$ cat src/rtl/microwave_countdown_timer.sv
// Cooking-time register and MM:SS countdown for the microwave controller.
// Keypad digits shift in from the right; a prescaler gates one BCD decrement per second.
module microwave_countdown_timer #(
    parameter int TICKS_PER_SEC = 50_000_000
) (
    input  logic       clk,
    input  logic       reset,
    input  logic       key_valid,
    input  logic [3:0] key_digit,
    input  logic       clearn,
    input  logic       mag_on,
    output logic [3:0] min_tens,
    output logic [3:0] min_ones,
    output logic [3:0] sec_tens,
    output logic [3:0] sec_ones,
    output logic       timer_done
);

    localparam int            PW      = $clog2(TICKS_PER_SEC);
    localparam logic [PW-1:0] PRE_MAX = PW'(TICKS_PER_SEC - 1);

    logic [3:0]    r_mt, r_mo, r_st, r_so;
    logic [PW-1:0] r_pre;
    logic [3:0]    w_mt, w_mo, w_st, w_so;
    logic          w_done;
    logic          w_entry;

    assign w_done  = (r_mt | r_mo | r_st | r_so) == 4'd0;
    assign w_entry = key_valid && !mag_on && (key_digit <= 4'd9);

    // One-second BCD borrow chain; seconds above 59 simply count down linearly.
    always_comb begin
        w_mt = r_mt;
        w_mo = r_mo;
        w_st = r_st;
        w_so = r_so;
        if (r_so != 4'd0) begin
            w_so = r_so - 4'd1;
        end else if (r_st != 4'd0) begin
            w_so = 4'd9;
            w_st = r_st - 4'd1;
        end else if ((r_mo != 4'd0) || (r_mt != 4'd0)) begin
            w_so = 4'd9;
            w_st = 4'd5;
            if (r_mo != 4'd0) begin
                w_mo = r_mo - 4'd1;
            end else begin
                w_mo = 4'd9;
                w_mt = r_mt - 4'd1;
            end
        end
    end

    always_ff @(posedge clk or posedge reset) begin
        if (reset) begin
            r_mt  <= 4'd0;
            r_mo  <= 4'd0;
            r_st  <= 4'd0;
            r_so  <= 4'd0;
            r_pre <= '0;
        end else if (!clearn) begin
            r_mt  <= 4'd0;
            r_mo  <= 4'd0;
            r_st  <= 4'd0;
            r_so  <= 4'd0;
            r_pre <= '0;
        end else if (w_entry) begin
            r_mt  <= r_mo;
            r_mo  <= r_st;
            r_st  <= r_so;
            r_so  <= key_digit;
            r_pre <= '0;
        end else if (mag_on && !w_done) begin
            // Pausing (mag_on low) falls through to hold, so the partial second survives.
            if (r_pre == PRE_MAX) begin
                r_pre <= '0;
                r_mt  <= w_mt;
                r_mo  <= w_mo;
                r_st  <= w_st;
                r_so  <= w_so;
            end else begin
                r_pre <= r_pre + PW'(1);
            end
        end
    end

    assign min_tens   = r_mt;
    assign min_ones   = r_mo;
    assign sec_tens   = r_st;
    assign sec_ones   = r_so;
    assign timer_done = w_done;

endmodule

$ cat config.mk
export PLATFORM = sky130hd
export DESIGN_NAME = microwave_countdown_timer
export DESIGN_NICKNAME = d
export VERILOG_FILES = /design/src/rtl/microwave_countdown_timer.sv
export SDC_FILE = /design/constraint.sdc
export NUM_CORES = 1
export LEC_CHECK = 0
export CAP_MARGIN = 5
export CORE_ASPECT_RATIO = 0.6
export CORE_MARGIN = 8
export CORE_UTILIZATION = 57
export CTS_CLUSTER_SIZE = 30
export DETAILED_ROUTE_END_ITERATION = 12
export PLACE_DENSITY = 0.88
export SLEW_MARGIN = 25
export SYNTH_ARGS = -nofsm -noshare
export SYNTH_HDL_FRONTEND = slang
export SYNTH_SLANG_ARGS = --single-unit
$ cat constraint.sdc
create_clock -name clk -period 3.3 [get_ports clk]
set_input_delay 0.66 -clock clk [delete_from_list [all_inputs] [get_ports clk]]
set_output_delay 0.66 -clock clk [all_outputs]
set_load 0.005 [all_outputs]
==> results.toml <==
[status]
outcome = "finished clean"

[yosys]
synth.top_cell.area_share_pct = 38.6
mean_instance_size_in_the_synthesized_netlist_um2 = 8.67
post-synth-top-count-cell = "dfrtp_1"
synth_top_cells_by_count = "dfrtp_1 (42), nand2_1 (30), nor2_1 (28)"
synth-main-ff-cell = "dfrtp_1"
yosys.area.top_type = "dfrtp_1"
synth.ff_latch_count = 42
count_of_flip_flops_with_a_built_in_enable_after_synthesis = 0
synth.yosys.seq_area_share_pct = 38.6
yosys-top-cells-area = "dfrtp_1 (39%), nand2_1 (4.1%), nor2_1 (3.9%)"
yosys_warnings = 0
syn_nets = 325
async_reset_ff_share_pct = 100
syn-instance-count = 314
synth_cell_types = 56
synth.cell_area_um2 = 2720

[cts]
cts_setup_buffers = 0
clk_latency_ns = 0.30
cts_hold_repair.buffers = 0
worst_setup_hold_path_clk_slew_ns = 0.08
cts.path.max_buffers = 2
clk_root_buffer_cell = "clkbuf_8"
tritoncts = "yes"
clock_tree.htree_level_count = 2
cts_resized = 0
cts_made_buffers = 5
cts_sinks = 42

[global_routing]
number_of_antenna_violations_at_the_first_check_in_global_routing = 0
overflow = 0
groute.usage.overall_pct = 22.2
grt_max_degree = 27
grt_first_pass_wirelength_mm = 13.5
vias_in_the_first_global_route = 2598

[placed_design]
place_congestion = 0.953
numPortBuffers = 25
placement.cell_area_um2 = 3150
detailed_place_hpwl_mm = 6.09

[timing]
finalClockSkew_ns = 0.00789
grt_setup_unrepaired = "no"
slew_viol_final = 0
setup_violations = 0
period_share_pct = 91.8
min_period_ns = 3.03
final-hold-violation-count = 0
tns_ns = 0
max_freq_mhz = 330
tightest_slew_ns = 0.660
relSlewSlack_pct = 55.6

[setup_path]
critical_path_arrival_ns = 2.37
crit_path_start_kind = "register"
end_kind = "output port"
crit_required_ns = 2.64
worstPathMaxFanout = 6
worst-setup-path-type = "register to output port"

[die]
initial_utilization_pct = 59.4
chip_width_um = 105
placementRows = 19
vertical_die_dimension_um = 69.5
core_area_um2 = 4590
boundaryPins = 26
dieArea_um2 = 7320

[cells_and_area]
nNetsFinal = 364
final_layout_size_suffix_gt1_share_pct = 10.8
layout.cell_area.non_filler_um2 = 3230
signed_area_change_from_the_synthesized_netlist_to_the_final_layout_pct = 18.6
antennaDiodeCount = 0

[route]
wirelength_mm = 8.08
route.detailed.vias_per_inst = 6.84
remaining_drc_errors = 0
drtAntennaViolNets = 0
drt_pass1_iterations = 7
drt-initial-drc-count = 403
post_drt_wl_per_cell_um = 19.4
via_count = 2844

[run]
maxCapViolCount = 0

[power_and_ir_drop]
cellLeakagePower_nw = 1.28
p_per_area_nw_per_um2 = 354
vdd_drop_max_uv = 264

[worst_hold_path]
min_path_type = "register to register"
## state kept, by name, summed over array words and instances (netlist names)
| name | count |
|---|---|
| r_pre | 26 |
| min_ones | 4 |
| sec_tens | 4 |
| sec_ones | 4 |
| min_tens | 4 |
## layout make-up
class | instances | area (µm²)
Clock buffer | 5 | 68.8
Sequential cell | 42 | 1050
Timing Repair Buffer | 45 | 400
Inverter | 9 | 33.8
Fill cell | 371 | 1360
Tap cell | 63 | 78.8
Clock inverter | 2 | 10.0
Multi-Input combinational cell | 250 | 1590
## cell usage in the layout, fill, tap and decap left out, drive strengths merged, types with 4 or more instances in the layout
master and instances:
a211oi 4, or3 10, a21oi 20, nor4 14, nand2 30, nand4 12
clkbuf 5, or4 7, o311ai 4, xor2 7, dfrtp 42, a32o 5
and4 5, buf 20, o2111ai 5, nor2 28, nand3b 4, clkdlybuf4s50 25
nand3 14, o21ai 19, inv 9, nor3 8
## critical path: stages, from the launching register on
cell and delay, ns:
dfrtp_1 0.45, nor4_1 0.62, nand4_1 0.38, inv_1 0.12
clkdlybuf4s50_1 0.50
## per-layer routing
| layer | global-route usage (%) | vias up | routed length (µm) |
|---|---|---|---|
| met5 | 0 | - | 0 |
| met4 | 3.46 | 0 | 68 |
| met3 | 6.31 | 15 | 920 |
| met2 | 31.4 | 180 | 3360 |
| met1 | 32.8 | 1363 | 3730 |
| li1 | - | 1286 | - |
## path summary, 6_finish.rpt
path / startpoint / to / slack (ns) / cells past startpoint
max: min_tens[0]$_DFFE_PP0P_ / timer_done / 0.27 / 4
min: r_pre[23]$_DFFE_PP0P_ / r_pre[23]$_DFFE_PP0P_ / 0.57 / 2
max reg2reg: r_pre[7]$_DFFE_PP0P_ / min_ones[1]$_DFFE_PP0P_ / 0.71 / 6
min reg2reg: r_pre[23]$_DFFE_PP0P_ / r_pre[23]$_DFFE_PP0P_ / 0.57 / 2
max in group asynchronous: reset / r_pre[15]$_DFFE_PP0P_ / 1.94 / 3
min in group asynchronous: reset / r_pre[24]$_DFFE_PP0P_ / 0.73 / 2
## power breakdown
group	internal, mW	total (mW)	switching (mW)	leakage, nW
registers	0.530	0.560	0.0300	0.580
logic	0.116	0.268	0.152	0.653
clock network	0.142	0.317	0.174	0.0438
## kinds of logic after synthesis
| logic type | after synthesis | share of synthesized area (%) |
|---|---|---|
| muxes | 6 | 2.34 |
| and+or+nand+nor | 148 | 30.5 |
| AOI/OAI and AO/OA | 84 | 21.4 |
| buffers and inverters | 22 | 3.08 |
| DFF | 42 | 38.6 |
| xor gates and xnor gates | 10 | 3.22 |
| adders and majority gates | 2 | 0.919 |
## stage by stage
stage                     setup slack [ns]  util (%)  power [mW]  hold slack, ns  cells
after floorplan                      0.902         -       0.708           0.493    314
after global placement               0.401      68.7       0.829           0.550    409
after detailed placement             0.300      68.7       0.831           0.559    409
after CTS                            0.276      70.4        1.14           0.571    416
after global routing                 0.117      70.4        1.20           0.582    416
final                                0.272      70.4        1.14           0.573    416
Note: power is estimated with default switching activity, not from simulation.
